## src/rtl/imem_load_ctrl_pkg.sv

```systemverilog
// Shared definitions for the instruction-RAM load controller: FSM state
// encodings, counter widths and the RAM depth derivation.
package imem_load_ctrl_pkg;

   typedef enum logic [2:0] {
      ST_IDLE  = 3'd0,
      ST_LEN0  = 3'd1,
      ST_LEN1  = 3'd2,
      ST_DATA  = 3'd3,
      ST_WRITE = 3'd4,
      ST_DONE  = 3'd5,
      ST_ERR   = 3'd6
   } state_e;

   localparam int unsigned CNT_W = 16;
   localparam int unsigned GAP_W = 16;

   // Word capacity of a byte-addressed RAM holding 32-bit words.
   function automatic int unsigned max_words(input int unsigned addr_w);
      return 32'd1 << (addr_w - 32'd2);
   endfunction

endpackage

```

## src/rtl/imem_load_ctrl_if.sv

```systemverilog
// Loader byte stream, core fetch address and instruction-RAM port, bundled
// so the controller sees them as one bus.
interface imem_load_ctrl_if #(
   parameter int unsigned ADDR_W = 8
);
   logic              rx_valid;
   logic [7:0]        rx_data;
   logic              rx_ready;
   logic [ADDR_W-1:0] fetch_addr;
   logic [ADDR_W-1:0] mem_addr;
   logic              mem_we;
   logic [31:0]       mem_wdata;

   modport master (
      input  rx_valid,
      input  rx_data,
      input  fetch_addr,
      output rx_ready,
      output mem_addr,
      output mem_we,
      output mem_wdata
   );

   modport slave (
      output rx_valid,
      output rx_data,
      output fetch_addr,
      input  rx_ready,
      input  mem_addr,
      input  mem_we,
      input  mem_wdata
   );
endinterface

```

## src/rtl/imem_word_packer.sv

```systemverilog
// Packs a byte stream little-endian into 32-bit words; word_done flags the
// byte that completes a word, in the same cycle it is presented.
module imem_word_packer (
   input  logic        clk,
   input  logic        rst,
   input  logic        clear,
   input  logic        byte_valid,
   input  logic [7:0]  byte_data,
   output logic [31:0] word,
   output logic        word_done
);

   logic [31:0] word_q, word_d;
   logic [1:0]  byte_idx_q, byte_idx_d;

   // Shift new bytes in from the top so the first byte lands in [7:0] after four.
   always_comb begin
      word_d     = word_q;
      byte_idx_d = byte_idx_q;
      if (clear) begin
         word_d     = 32'd0;
         byte_idx_d = 2'd0;
      end else if (byte_valid) begin
         word_d     = {byte_data, word_q[31:8]};
         byte_idx_d = byte_idx_q + 2'd1;
      end else begin
         word_d     = word_q;
         byte_idx_d = byte_idx_q;
      end
   end

   // Packer state registers.
   always_ff @(posedge clk) begin
      if (rst) begin
         word_q     <= 32'd0;
         byte_idx_q <= 2'd0;
      end else begin
         word_q     <= word_d;
         byte_idx_q <= byte_idx_d;
      end
   end

   assign word      = word_q;
   assign word_done = byte_valid && (byte_idx_q == 2'd3);

endmodule

```

## src/rtl/imem_load_ctrl.sv

```systemverilog
// Instruction-RAM write controller: passes core fetches through when idle and
// otherwise streams a length-prefixed program image into the RAM from word 0.
module imem_load_ctrl
   import imem_load_ctrl_pkg::*;
#(
   parameter int unsigned ADDR_W      = 8,
   parameter int unsigned TIMEOUT_CYC = 50000
) (
   input  logic                   clk,
   input  logic                   rst,
   input  logic                   load_start,
   imem_load_ctrl_if.master       bus,
   output logic                   cpu_hold,
   output logic                   busy,
   output logic                   done,
   output logic                   err
);

   localparam int unsigned      WIDX_W      = ADDR_W - 2;
   localparam int unsigned      MAX_WORDS   = max_words(ADDR_W);
   localparam logic [CNT_W-1:0] MAX_WORDS_C = CNT_W'(MAX_WORDS);
   localparam logic [GAP_W-1:0] GAP_LAST    = GAP_W'(TIMEOUT_CYC - 1);

   state_e              state_q, state_d;
   logic [CNT_W-1:0]    cnt_q, cnt_d;
   logic [WIDX_W-1:0]   widx_q, widx_d;
   logic [GAP_W-1:0]    gap_q, gap_d;

   logic                rx_ready_s;
   logic                rx_fire_s;
   logic                pk_clear_s;
   logic                pk_valid_s;
   logic                pk_word_done_s;
   logic [31:0]         pk_word_s;
   logic [CNT_W-1:0]    len_new_s;

   assign rx_ready_s = (state_q == ST_LEN0) || (state_q == ST_LEN1) || (state_q == ST_DATA);
   assign rx_fire_s  = rx_ready_s && bus.rx_valid;
   assign pk_valid_s = rx_fire_s && (state_q == ST_DATA);
   assign len_new_s  = {bus.rx_data, cnt_q[7:0]};

   imem_word_packer u_packer (
      .clk        (clk),
      .rst        (rst),
      .clear      (pk_clear_s),
      .byte_valid (pk_valid_s),
      .byte_data  (bus.rx_data),
      .word       (pk_word_s),
      .word_done  (pk_word_done_s)
   );

   // Next-state logic. The gap counter defaults to zero and only advances on a
   // stalled cycle in a receiving state, so any accepted byte or state change clears it.
   always_comb begin
      state_d    = state_q;
      cnt_d      = cnt_q;
      widx_d     = widx_q;
      gap_d      = 16'd0;
      pk_clear_s = 1'b0;
      case (state_q)
         ST_IDLE: begin
            if (load_start) begin
               state_d = ST_LEN0;
            end else begin
               state_d = ST_IDLE;
            end
         end
         ST_LEN0: begin
            if (rx_fire_s) begin
               cnt_d   = {8'h00, bus.rx_data};
               state_d = ST_LEN1;
            end else if (gap_q == GAP_LAST) begin
               state_d = ST_ERR;
            end else begin
               gap_d = gap_q + 16'd1;
            end
         end
         ST_LEN1: begin
            if (rx_fire_s) begin
               cnt_d = len_new_s;
               if (len_new_s == 16'd0) begin
                  state_d = ST_DONE;
               end else if (len_new_s > MAX_WORDS_C) begin
                  state_d = ST_ERR;
               end else begin
                  state_d    = ST_DATA;
                  widx_d     = '0;
                  pk_clear_s = 1'b1;
               end
            end else if (gap_q == GAP_LAST) begin
               state_d = ST_ERR;
            end else begin
               gap_d = gap_q + 16'd1;
            end
         end
         ST_DATA: begin
            if (rx_fire_s) begin
               if (pk_word_done_s) begin
                  state_d = ST_WRITE;
               end else begin
                  state_d = ST_DATA;
               end
            end else if (gap_q == GAP_LAST) begin
               state_d = ST_ERR;
            end else begin
               gap_d = gap_q + 16'd1;
            end
         end
         ST_WRITE: begin
            widx_d = widx_q + WIDX_W'(1);
            if (CNT_W'(widx_q) == (cnt_q - 16'd1)) begin
               state_d = ST_DONE;
            end else begin
               state_d = ST_DATA;
            end
         end
         ST_DONE: begin
            state_d = ST_IDLE;
         end
         ST_ERR: begin
            if (load_start) begin
               state_d = ST_LEN0;
            end else begin
               state_d = ST_ERR;
            end
         end
         default: begin
            state_d = ST_IDLE;
         end
      endcase
   end

   // Controller state registers.
   always_ff @(posedge clk) begin
      if (rst) begin
         state_q <= ST_IDLE;
         cnt_q   <= 16'd0;
         widx_q  <= '0;
         gap_q   <= 16'd0;
      end else begin
         state_q <= state_d;
         cnt_q   <= cnt_d;
         widx_q  <= widx_d;
         gap_q   <= gap_d;
      end
   end

   // Outputs decode from registered state only; fetch owns the RAM port in IDLE.
   assign bus.rx_ready  = rx_ready_s;
   assign bus.mem_we    = (state_q == ST_WRITE);
   assign bus.mem_wdata = pk_word_s;
   assign bus.mem_addr  = (state_q == ST_IDLE) ? bus.fetch_addr : {widx_q, 2'b00};
   assign cpu_hold      = (state_q != ST_IDLE);
   assign busy          = (state_q != ST_IDLE) && (state_q != ST_ERR);
   assign done          = (state_q == ST_DONE);
   assign err           = (state_q == ST_ERR);

endmodule

```

## src/flat_wrapper.sv

```systemverilog
// flat-port wrapper written by rule: the top's interface ports become plain ports
module imem_load_ctrl_flat import imem_load_ctrl_pkg::*;
#(
   parameter int unsigned ADDR_W      = 8,
   parameter int unsigned TIMEOUT_CYC = 50000
)
  (clk, rst, load_start, cpu_hold, busy, done, err, bus_rx_valid, bus_rx_data, bus_fetch_addr, bus_rx_ready, bus_mem_addr, bus_mem_we, bus_mem_wdata);
  imem_load_ctrl_if #(.ADDR_W(ADDR_W)) bus_i ();
  input  logic clk;
  input  logic rst;
  input  logic load_start;
  output logic cpu_hold;
  output logic busy;
  output logic done;
  output logic err;
  input wire logic [$bits(bus_i.rx_valid)-1:0] bus_rx_valid;
  input wire logic [$bits(bus_i.rx_data)-1:0] bus_rx_data;
  input wire logic [$bits(bus_i.fetch_addr)-1:0] bus_fetch_addr;
  output wire logic [$bits(bus_i.rx_ready)-1:0] bus_rx_ready;
  output wire logic [$bits(bus_i.mem_addr)-1:0] bus_mem_addr;
  output wire logic [$bits(bus_i.mem_we)-1:0] bus_mem_we;
  output wire logic [$bits(bus_i.mem_wdata)-1:0] bus_mem_wdata;
  assign bus_i.rx_valid = bus_rx_valid;
  assign bus_i.rx_data = bus_rx_data;
  assign bus_i.fetch_addr = bus_fetch_addr;
  assign bus_rx_ready = bus_i.rx_ready;
  assign bus_mem_addr = bus_i.mem_addr;
  assign bus_mem_we = bus_i.mem_we;
  assign bus_mem_wdata = bus_i.mem_wdata;
  imem_load_ctrl #(.ADDR_W(ADDR_W), .TIMEOUT_CYC(TIMEOUT_CYC)) u_core (.clk(clk), .rst(rst), .load_start(load_start), .bus(bus_i), .cpu_hold(cpu_hold), .busy(busy), .done(done), .err(err));
endmodule
```

## config.mk

```make
export PLATFORM = sky130hd
export DESIGN_NAME = imem_load_ctrl_flat
export DESIGN_NICKNAME = d
export VERILOG_FILES = /design/src/rtl/imem_load_ctrl_pkg.sv /design/src/rtl/imem_load_ctrl_if.sv /design/src/rtl/imem_word_packer.sv /design/src/rtl/imem_load_ctrl.sv /design/src/flat_wrapper.sv
export SDC_FILE = /design/constraint.sdc
export NUM_CORES = 1
export LEC_CHECK = 0
export CAP_MARGIN = 20
export CORE_MARGIN = 10
export CORE_UTILIZATION = 55
export DETAILED_ROUTE_END_ITERATION = 10
export PLACE_DENSITY = 0.85
export SYNTH_ARGS = -nofsm -noshare
export SYNTH_HDL_FRONTEND = slang
export SYNTH_SLANG_ARGS = --single-unit
```

## constraint.sdc

```tcl
create_clock -name clk -period 4.4 [get_ports clk]
set_input_delay 0.66 -clock clk [delete_from_list [all_inputs] [get_ports clk]]
set_output_delay 0.66 -clock clk [all_outputs]
set_load 0.005 [all_outputs]
```

Word level (Yosys, flattened, before mapping)
Index checks and enable logic that the tools add are counted.

Bitwise gates (word level): 2. Reductions and logical operators: 17. Mux-type cells: 23. Add/sub/neg operators: 4. Order comparisons: 1. Equality and inequality tests: 14.

Operators by type and width (count): $mux 16 (2); $pmux 16 s2 (1); $mux 3 (9); $mux 6 (3); $pmux 3 s6 (1); $add 16x1->16 const B (1); $eq 16x16->1 const B (1); $eq 6x16->1 (1); $gt 16x7->1 const B (1); $logic_not 16->1 (1); $sub 16x1->16 const B (1); $pmux 6 s2 (1); $eq 3x3->1 const B (3); $mux 8 (1); $add 6x1->6 const B (1); $eq 3x2->1 const B (2); $reduce_and 3->1 (2); $mux 1 (5); $logic_and 1x1->1 (4); $ne 2x1->1 const B (2); $ne 2x2->1 const B (2); $reduce_and 4->1 (1); $reduce_bool 2->1 (2); $reduce_or 4->1 (1); 10 further kinds (12).

Register bits: 75. Bits of input ports: 20. Word-level logic and storage cells: 68.

Depth between registers and ports, before layout
Depth after elaboration: 9. Mapped depth: 9. Mapped depth without buffers: 8.

Modules after synthesis
Synthesis repeated with hierarchy kept, for this count alone.

Cell total of the unflattened synthesis: 424. Area, all modules: 3663.5 µm².

Modules (own cells, without submodules): imem_load_ctrl (area each 2387.3 µm², seq. area each 820.8 µm², cells each 311, times used 1); imem_word_packer (area each 1276.2 µm², seq. area each 680.7 µm², cells each 113, times used 1).

Worst setup path before layout
Ideal clock, no wire load.

Path kind: input-to-reg. Start point: input bus_rx_data[5]. End point: register u_core.u_packer.byte_idx_q[1]. Path buffers: 2. Stages on the path: 7. Data required time: 4.284 ns. Setup slack: 2.262 ns. Arrival: 2.021 ns. Path through: or4_1 > nor3_4 > nand4_4 > nand2b_1 > buf_4 > buf_4 > a21oi_1.

Longest elaborated chain between the ends: 6.

Ends and longest elaborated chain: start: declaration (line flat_wrapper.sv:17) `input wire logic [$bits(bus_i.rx_data)-1:0] bus_rx_data;`; $gt 16x7->1 (line imem_load_ctrl.sv:83) `end else if (len_new_s > MAX_WORDS_C) begin`; $mux 1 (line imem_load_ctrl.sv:83); $mux 1 (*) (line imem_load_ctrl.sv:81) `if (len_new_s == 16'd0) begin`; $mux 1 (*) (line imem_load_ctrl.sv:79) `if (rx_fire_s) begin`; $mux 1 (*) (line imem_load_ctrl.sv:60) `case (state_q)`; $reduce_or 2->1 (no line) (*); end signal: assignment (line imem_word_packer.sv:39) `byte_idx_q <= byte_idx_d;`; end: declaration (line imem_word_packer.sv:14) `logic [1:0] byte_idx_q, byte_idx_d;`.

Mark *: on every way between the ends. The rest lies on a longest branch, timed or not. A chain may end at the register's enable or synchronous reset.

Worst setup path in the final report
Start point: register u_core.state_q[1]. End point: output bus_mem_addr[7].

Longest elaborated chain between the ends: 2.

Ends and longest elaborated chain: start: declaration (line imem_load_ctrl.sv:24) `state_e state_q, state_d;`; start signal: assignment (line imem_load_ctrl.sv:141) `state_q <= state_d;`; $logic_not 3->1 (line imem_load_ctrl.sv:152) `assign bus.mem_addr = (state_q == ST_IDLE) ? bus.fetch_addr : {widx_q, 2'b00};`; $mux 8 (line imem_load_ctrl.sv:152); end: declaration (line flat_wrapper.sv:20) `output wire logic [$bits(bus_i.mem_addr)-1:0] bus_mem_addr;`.

Every way passes these cells.

==> results.txt <==
Post-synth EDFFs = 0
CP max-delay cell = nor3_2
Final Max Tran Viols = 0
largest cells by area after synthesis = dfxtp_1, nand2_1, a21oi_1
# clock sinks = 75
vias per std cell = 5.71
DP Worst Slack = 1520 ps
CTS max path bufs = 2
initial antenna violation count = 0
Worst Path Buf+Inv = 1
post-CTS resize count = 0
routed via count = 3299
Layout Nets = 520
fmax = 0.342 GHz
Fin Setup TNS = 0 ps
min Tclk post-route = 2930 ps
ys flop type = dfxtp_1
#FFs+latches synth = 75
Final Skew = 11.1 ps
Critical Path Fanout Max = 13
critical path class = reg -> out
Arr. time, crit path = 2270 ps
Yosys top cell area share = 42.0%
Required @ worst endpoint = 3740 ps
post-synth top area cell = dfxtp_1
GRT Residual Overflow = 0
min-delay src = u_core.gap_q[0]$_SDFF_PP0_
Final WS setup = 1470 ps
clock power share = 37.2%
CTS tree = done
yosys warns = 0
largest net degree at the start of global routing = 39
H-tree depth = 3
Flop pwr share = 52.6%
layout cell share with drive strength beyond 1 = 6.79%
Core ar. = 0.00635 mm^2
critical-path cell list = nor3_2, mux2_2, clkdlybuf4s50_1
Post-Syn Nets = 465
sequential share of the synthesized area = 42.0%
simple-gate share of the synthesized area = 29.7%
worst reg-to-reg setup slack = 1860 ps
Hold EP = u_core.gap_q[0]$_SDFF_PP0_
DRT iter0 DRCs = 197
Global Route met1 Usage = 20.0%
Synth cell types = 57
number of global-route vias before repair = 3038
CTS root buffer = clkbuf_8
wire per inst = 15.3 um
Die ar. = 0.0101 mm^2
Final Util = 69.6%
port bufs = 65
slew margin rel. = 43.8%
multiplexer share of the synthesized area = 3.85%
pwr/cell area = 299 mW/mm^2
placed cells = 562
worst skew pair latency = 350 ps
Final GP Congestion = 0.950
Post-Route WL = 8.86 mm
XOR/XNOR Fraction of Synth Area = 6.12%
die width = 101 um
reg2reg start = u_core.cnt_q[0]$_SDFFE_PP0P_
met2 usage = 28.4%
hold crit path type = reg -> reg
DRT Pass-1 Iters = 5
GRT Overall Usage = 17.0%
hold-fix buffers at CTS = 0
Leak Pwr = 1.53 nW
GRT Max-Usage Layer = met2
Least-Margin Pin Slew = 840 ps
MaxCap Viol Count = 0
row count = 29
non-filler cells, final = 578
CP startpoint = u_core.state_q[1]$_SDFF_PP0_
DRC errors left = 0
compound-gate portion of the synthesized area = 13.1%
family with the most delay on the worst path = simple AND/OR/NAND/NOR gates
first-pass GRT wire length = 14.4 mm
largest family of logic cells by synthesized area = simple AND/OR/NAND/NOR gates
final period utilization = 66.5%
sw frac = 27.1%
I/O Pins = 66
Antenna diodes = 0
P_int = 962 uW
Post-synth ARST share = 0%
post-CTS setup buffer count = 0
combinational power share = 10.2%
Mapped Area = 0.00358 mm^2
final hold viol count = 0
setup violators final = 0
outcome = completed
Max stage delay on crit path = 600 ps
Synth top cells by count = nand2_1, dfxtp_1, nor2_1
crit end category = primary output
Synth Area in Adders = 1.40%
maximum vdd drop = 0.315 mV
hold depth = 1
R2R Path End = u_core.state_q[1]$_SDFF_PP0_
syn_area_per_cell = 8.11 um^2
fillcell total = 521
Area growth syn-to-layout = 23.6%
clk slew on worst S/H paths = 80 ps
post-synthesis cell count = 441
RSZ-0062 raised after global routing = no
sw power = 358 uW
count leader, synth = nand2_1
post-route ant nets = 0
worst hold slack = 444 ps
initial core utilization = 56.3%
M3 GR Usage = 6.17%
R2R depth = 8
TritonCTS buffer count = 9
die height = 101 um
Critical Path Source Type = register
hpwl dp = 6.34 mm
[worst register-to-register path: stages, from the launching register on]
cell and delay, ps:
dfxtp_1 380, inv_1 100, ha_1 280, or3b_1 470, a221oi_1 300, o2111ai_1 150
nor4_1 290, and4_1 340, o32ai_1 110
[cells by family after synthesis]
group,Yosys count
compound gates,75
xor+xnor,25
fa+ha+maj,4
buf+inv,31
flops,75
mux,13
simple gates,218
[through the flow]
| step | power, mW | area [um^2] |
|---|---|---|
| 3_3_place_gp | 0.836 | 4240 |
| 3_5_place_dp | 0.840 | 4240 |
| 2_1_floorplan | 0.785 | 3580 |
| 4_1_cts | 1.32 | 4420 |
| 6_report | 1.32 | 4420 |
| 5_1_grt | 1.37 | 4420 |
[cells in the final DEF (no fill, tap or decap), types with 8 or more instances in the layout]
cell,netlist,routed
nand2_1,82,82
dfxtp_1,75,75
clkdlybuf4s50_1,0,65
nor2_1,54,54
a21oi_1,42,42
nand3_1,15,15
xor2_1,15,15
xnor2_1,10,10
a22oi_1,9,9
clkbuf_8,0,9
nor2b_1,8,8
nand4_1,8,8
[worst max-delay path by stage]
stage	cells past startpoint	end	slack, ps
2_1_floorplan	7	u_core.u_packer.byte_idx_q[1]$_SDFFE_PP0P_	2260
3_3_place_gp	7	u_core.widx_q[2]$_SDFFE_PP0P_	1580
3_5_place_dp	7	u_core.widx_q[2]$_SDFFE_PP0P_	1520
4_1_cts	3	bus_mem_addr[7]	1470
5_1_grt	3	bus_mem_addr[7]	1360
6_report	3	bus_mem_addr[7]	1470
[flip-flops by register name, summed over array words and instances, names as in the netlist]
register and count:
u_core.u_packer.word 32, u_core.cnt_q 16, u_core.gap_q 16, u_core.widx_q 6
u_core.state_q 3, u_core.u_packer.byte_idx_q 2
[layer usage]
metal,up-vias,wire length (um)
met4,0,113
met1,1543,3640
met5,-,0
met3,14,737
li1,1626,-
met2,116,4380
[area by class of cell]
class	instances	area (um^2)	share of cell area (%)
Clock inverter	7	60.1	1.36
Inverter	7	26.3	0.594
Timing Repair Buffer	68	673	15.2
Clock buffer	9	124	2.80
Sequential cell	75	1500	34.0
Multi-Input combinational cell	335	1940	43.9
Tap cell	77	96.3	2.18
[power by group through the flow]
stage | clock network (mW) | logic (mW) | registers [mW]
floorplan | 0 | 0.0817 | 0.703
global placement | 0 | 0.127 | 0.709
detailed placement | 0 | 0.131 | 0.710
CTS | 0.497 | 0.133 | 0.694
global route | 0.532 | 0.144 | 0.695
finish | 0.491 | 0.134 | 0.694
Power figures use the tool's default switching activity.
==> RTL change 1, RTL diff (config.mk and constraints unchanged) <==
Encoding of `state_e`: now one-hot (7 bits for 7 states).
--- a/src/rtl/imem_load_ctrl_pkg.sv
+++ b/src/rtl/imem_load_ctrl_pkg.sv
@@ -2,14 +2,14 @@
 // encodings, counter widths and the RAM depth derivation.
 package imem_load_ctrl_pkg;
 
-   typedef enum logic [2:0] {
-      ST_IDLE  = 3'd0,
-      ST_LEN0  = 3'd1,
-      ST_LEN1  = 3'd2,
-      ST_DATA  = 3'd3,
-      ST_WRITE = 3'd4,
-      ST_DONE  = 3'd5,
-      ST_ERR   = 3'd6
+   typedef enum logic [6:0] {
+      ST_IDLE  = 7'b0000001,
+      ST_LEN0  = 7'b0000010,
+      ST_LEN1  = 7'b0000100,
+      ST_DATA  = 7'b0001000,
+      ST_WRITE = 7'b0010000,
+      ST_DONE  = 7'b0100000,
+      ST_ERR   = 7'b1000000
    } state_e;
 
    localparam int unsigned CNT_W = 16;
Behaviour: no difference found for any inputs over 4 cycles, from zero or initial values and one cycle with rst high; so few cycles prove little.
==> RTL change 1 against the original RTL <==
Worst setup slack got worse by 0.34 ns. Wire length grew 7.3%. Core utilization is 2.0 points higher. Sequential cell count is 4 higher. Count of clock-buffer cells in the layout is the same. Area after synthesis is 4.5% higher. Design area grew 4.6%. Power increased by 5.8%. Critical path type unchanged.
==> RTL change 1: results (changes against the original RTL) <==
metric	value	unit	change
outcome	finished, final reports clean		unchanged
place_area	4390	um^2	was 4240 um^2
viasPerCell	5.80		was 5.71
crit_fanout	10		was 13
grt_pass1_vias	3215		was 3038
hold_path_class	flip-flop to flip-flop		unchanged
wl_met1	4.01	mm	was 3.64 mm
grt_use_met1	22.3	%	was 20.0%
ys_types	53		was 57
power.leakage	0.00166	uW	was 0.00153 uW
inverters	14		was 7
fin_worst_skew	0.0141	ns	was 0.0111 ns
nFillCells	518		was 521
rr_worst_depth	7		was 8
buffers	69		was 68
synth_nets	472		was 465
synth_xor_area_share	5.86	%	was 6.12%
synth_top_cells_by_area	dfxtp_1 (42%), nand2_1 (8.4%), a21oi_1 (5.4%)		was dfxtp_1 (42%), nand2_1 (8.6%), a21oi_1 (5.9%)
cts_sinks	79		was 75
met3WireLength	726	um	was 737 um
grt_max_degree	35		was 39
seqCellArea	1580	um^2	was 1500 um^2
route.met2.wl	4.69	mm	was 4.38 mm
rrSetupSlack	1.74	ns	was 1.86 ns
synthMuxAreaShare	3.95	%	was 3.85%
buffer_area_share	15.1	%	was 15.2%
clk_share	4.44	%	was 4.16%
gr-usage-met3	6.28	%	was 6.17%
multi_input_area	1990	um^2	was 1940 um^2
placed_cells	567		was 562
drive_gt1_share	7.30	%	was 6.79%
clkLatencyLatePin	0.35	ns	about the same
vdd_drop_max	0.212	mV	was 0.315 mV
dp_hpwl	6.80	mm	was 6.34 mm
track_usage	18.3	%	was 17.0%
syn_avg_cell_area	8.34	um^2	was 8.11 um^2
cp.arrival	2.60	ns	was 2.27 ns
synth_seq_area_share	42.3	%	was 42.0%
wirelength	9.51	mm	was 8.86 mm
synth_compound_area_share	15.0	%	was 13.1%
layout.nets	526		was 520
dp_slack	1.37	ns	was 1.52 ns
synth_fa_ha_area_share	1.34	%	was 1.40%
grt_first_pass_wirelength	15.6	mm	was 14.4 mm
relSlewSlack	43.1	%	was 43.8%
hold_slack	0.442	ns	was 0.444 ns
yosys-top-cells-count	nand2_1 (84), dfxtp_1 (79), nor2_1 (51)		was nand2_1 (82), dfxtp_1 (75), nor2_1 (54)
gp_routability_congestion	0.918		was 0.950
r2r-end	u_core.u_packer.word[30]		was u_core.state_q[1]
vias	3387		was 3299
met2_usage	30.1	%	was 28.4%
multi_input_area_share	43.0	%	was 43.9%
drt_iter0_markers	181		was 197
multi_input_gates	329		was 335
-- RTL change 1: worst max path at each step --
stage | depth (start not counted) | endpoint | slack (ns) | startpoint
after detailed placement | 6 | u_core.u_packer.word[21] | 1.37 | bus_rx_data[1]
final | 4 | bus_mem_addr[7] | 1.14 | u_core.state_q[2]
after global placement | 6 | u_core.u_packer.byte_idx_q[0] | 1.40 | bus_rx_data[2]
after global routing | 4 | bus_mem_addr[7] | 0.92 | u_core.state_q[1]
after CTS | 4 | bus_mem_addr[7] | 1.12 | u_core.state_q[2]
after floorplan | 6 | u_core.widx_q[2] | 2.06 | bus_rx_data[1]
-- RTL change 1: report_power, final --
group	leakage (uW)	internal (uW)	switching, uW
registers	0.000636	717	6.48
logic	0.000914	58.7	55.2
clock network	0.000106	270	289
-- RTL change 1: critical path, stage by stage, from the launching register on --
cell and delay, ns:
dfxtp_1 0.41, nor3_1 0.47, nand4_1 0.48, mux2_2 0.43, clkdlybuf4s50_1 0.46
==> RTL change 2, RTL diff (same settings) <==
Without the edit above. `GAP_W`: 16 -> 18.
--- a/src/rtl/imem_load_ctrl_pkg.sv
+++ b/src/rtl/imem_load_ctrl_pkg.sv
@@ -13,7 +13,7 @@
    } state_e;
 
    localparam int unsigned CNT_W = 16;
-   localparam int unsigned GAP_W = 16;
+   localparam int unsigned GAP_W = 18;
 
    // Word capacity of a byte-addressed RAM holding 32-bit words.
    function automatic int unsigned max_words(input int unsigned addr_w);
Formal check against the unedited RTL: same outputs for any inputs over 10 cycles, from zero or initial values and one cycle with rst high; that may be too few to reach the edited logic, so the function may still have changed.
==> RTL change 2 against the original RTL <==
Non-clock buffer count decreased by 1. Power up 14%. Count of clock-buffer cells in the layout unchanged. Sequential cell count is 2 higher. Worst setup slack got worse by 0.026 ns. Design area barely moved. Area after synthesis is 1.7% lower. Via count decreased by 3.6%. Wire length down 4.2%. Largest power group unchanged. Highest routed layer unchanged.
==> RTL change 2: results (changes against the original RTL) <==
metric	value	unit	change
outcome	finished, final reports clean		unchanged
fin_worst_skew	0.0121	ns	was 0.0111 ns
timing.rr.start	u_core.state_q[0]		was u_core.cnt_q[0]
layout.nets	508		was 520
critPathTopFamily	simple AND/OR/NAND/NOR gates		unchanged
drive_gt1_share	9.61	%	was 6.79%
syn_inst	423		was 441
synth_nets	447		was 465
synth_ff_type	dfxtp_1		unchanged
fin_setup_tns	0	ns	unchanged
grt_first_pass_wirelength	14.1	mm	was 14.4 mm
vias	3181		was 3299
ys_types	50		was 57
r2r-end	u_core.u_packer.word[29]		was u_core.state_q[1]
cp.arrival	2.29	ns	was 2.27 ns
cts-root-buf	clkbuf_8		unchanged
grt-ovfl-total	0		unchanged
routedWlPerCell	15.0	um	was 15.3 um
vdd_drop_max	0.357	mV	was 0.315 mV
synth_top_cells_by_area	dfxtp_1 (44%), nand2_1 (9.5%), nor2_1 (6.2%)		was dfxtp_1 (42%), nand2_1 (8.6%), a21oi_1 (5.9%)
rrSetupSlack	1.94	ns	was 1.86 ns
ys_warn_count	0		unchanged
clockBufferDepth	2		unchanged
rr_worst_depth	5		was 8
dp_hpwl	6.11	mm	was 6.34 mm
yosys-top-cells-count	nand2_1 (89), dfxtp_1 (77), nor2_1 (58)		was nand2_1 (82), dfxtp_1 (75), nor2_1 (54)
crit_fanout	15		was 13
grt_max_degree	40		was 39
hold_path_class	flip-flop to flip-flop		unchanged
nFillCells	469		was 521
clkLatencyLatePin	0.36	ns	
dp_slack	1.39	ns	was 1.52 ns
hp-start	u_core.gap_q[0]		unchanged
drt_iter0_markers	235		was 197
crit_start	u_core.state_q[0]		was u_core.state_q[1]
power.leakage	0.00152	uW	was 0.00153 uW
critPathCapture	bus_mem_addr[5]		was bus_mem_addr[7]
dr.pass1.iters	5		unchanged
path_clk_slew	0.08	ns	about the same
tightest_slew	0.866	ns	was 0.840 ns
io_buffers	65		unchanged
diodes	0		unchanged
synth_seq_area_share	43.8	%	was 42.0%
wirelength	8.49	mm	was 8.86 mm
gp_routability_congestion	0.866		was 0.950
track_usage	17.1	%	was 17.0%
grt_pass1_vias	3042		was 3038
max_freq	339	MHz	was 342 MHz
cts.repair.resized	0		unchanged
placed_cells	550		was 562
cts_setup_buffers	0		unchanged
==> RTL change 2: power by group <==
group | switching [uW] | internal (uW)
logic | 81.8 | 87.6
registers | 17.4 | 706
clock network | 285 | 329
total | 384 | 1120
==> RTL change 2: cells by family (layout without fill, tap and decap cells) <==
logic type | count (synthesis) | in the layout | share of synthesized area, %
mux | 14 | 14 | 4.20
simple gates | 207 | 207 | 27.2
fa+ha+maj | 4 | 4 | 1.42
compound gates | 65 | 65 | 12.2
xor+xnor | 32 | 32 | 7.97
buf+inv | 24 | 90 | 3.17
flops | 77 | 77 | 43.8
==> RTL change 2: layout make-up <==
class,count,share of cell area (%)
inverter,7,0.594
clock buffer,9,2.80
timing repair buffer,67,15.0
clock inverter,7,2.38
tap,77,2.18
sequential,77,34.8
multi-input combinational,322,42.2
==> RTL change 2: worst min-delay path by stage <==
stage,slack (ns),endpoint,cells after the start
final,0.45,u_core.gap_q[0],1
after global routing,0.47,u_core.gap_q[0],1
after CTS,0.46,u_core.gap_q[0],1
after detailed placement,0.44,u_core.gap_q[0],1
after global placement,0.43,u_core.gap_q[0],1
after floorplan,0.42,u_core.gap_q[0],1
==> RTL change 2: through the flow <==
step	utilization, %	total power (uW)	hold slack, ns	instance area (um^2)
after CTS	70.5	1510	0.456	4420
after global routing	70.5	1560	0.471	4420
after global placement	66.8	900	0.431	4200
final	70.5	1510	0.452	4420
after detailed placement	66.8	905	0.443	4200
after floorplan	-	840	0.418	3520
==> RTL change 2: layer usage <==
layer / track usage [%] / vias up / wire length, um
met5: 0 / - / 0
met4: 8.38 / 0 / 248
met3: 4.95 / 25 / 464
met2: 29.8 / 110 / 4360
met1: 18.5 / 1482 / 3420
li1: - / 1564 / -
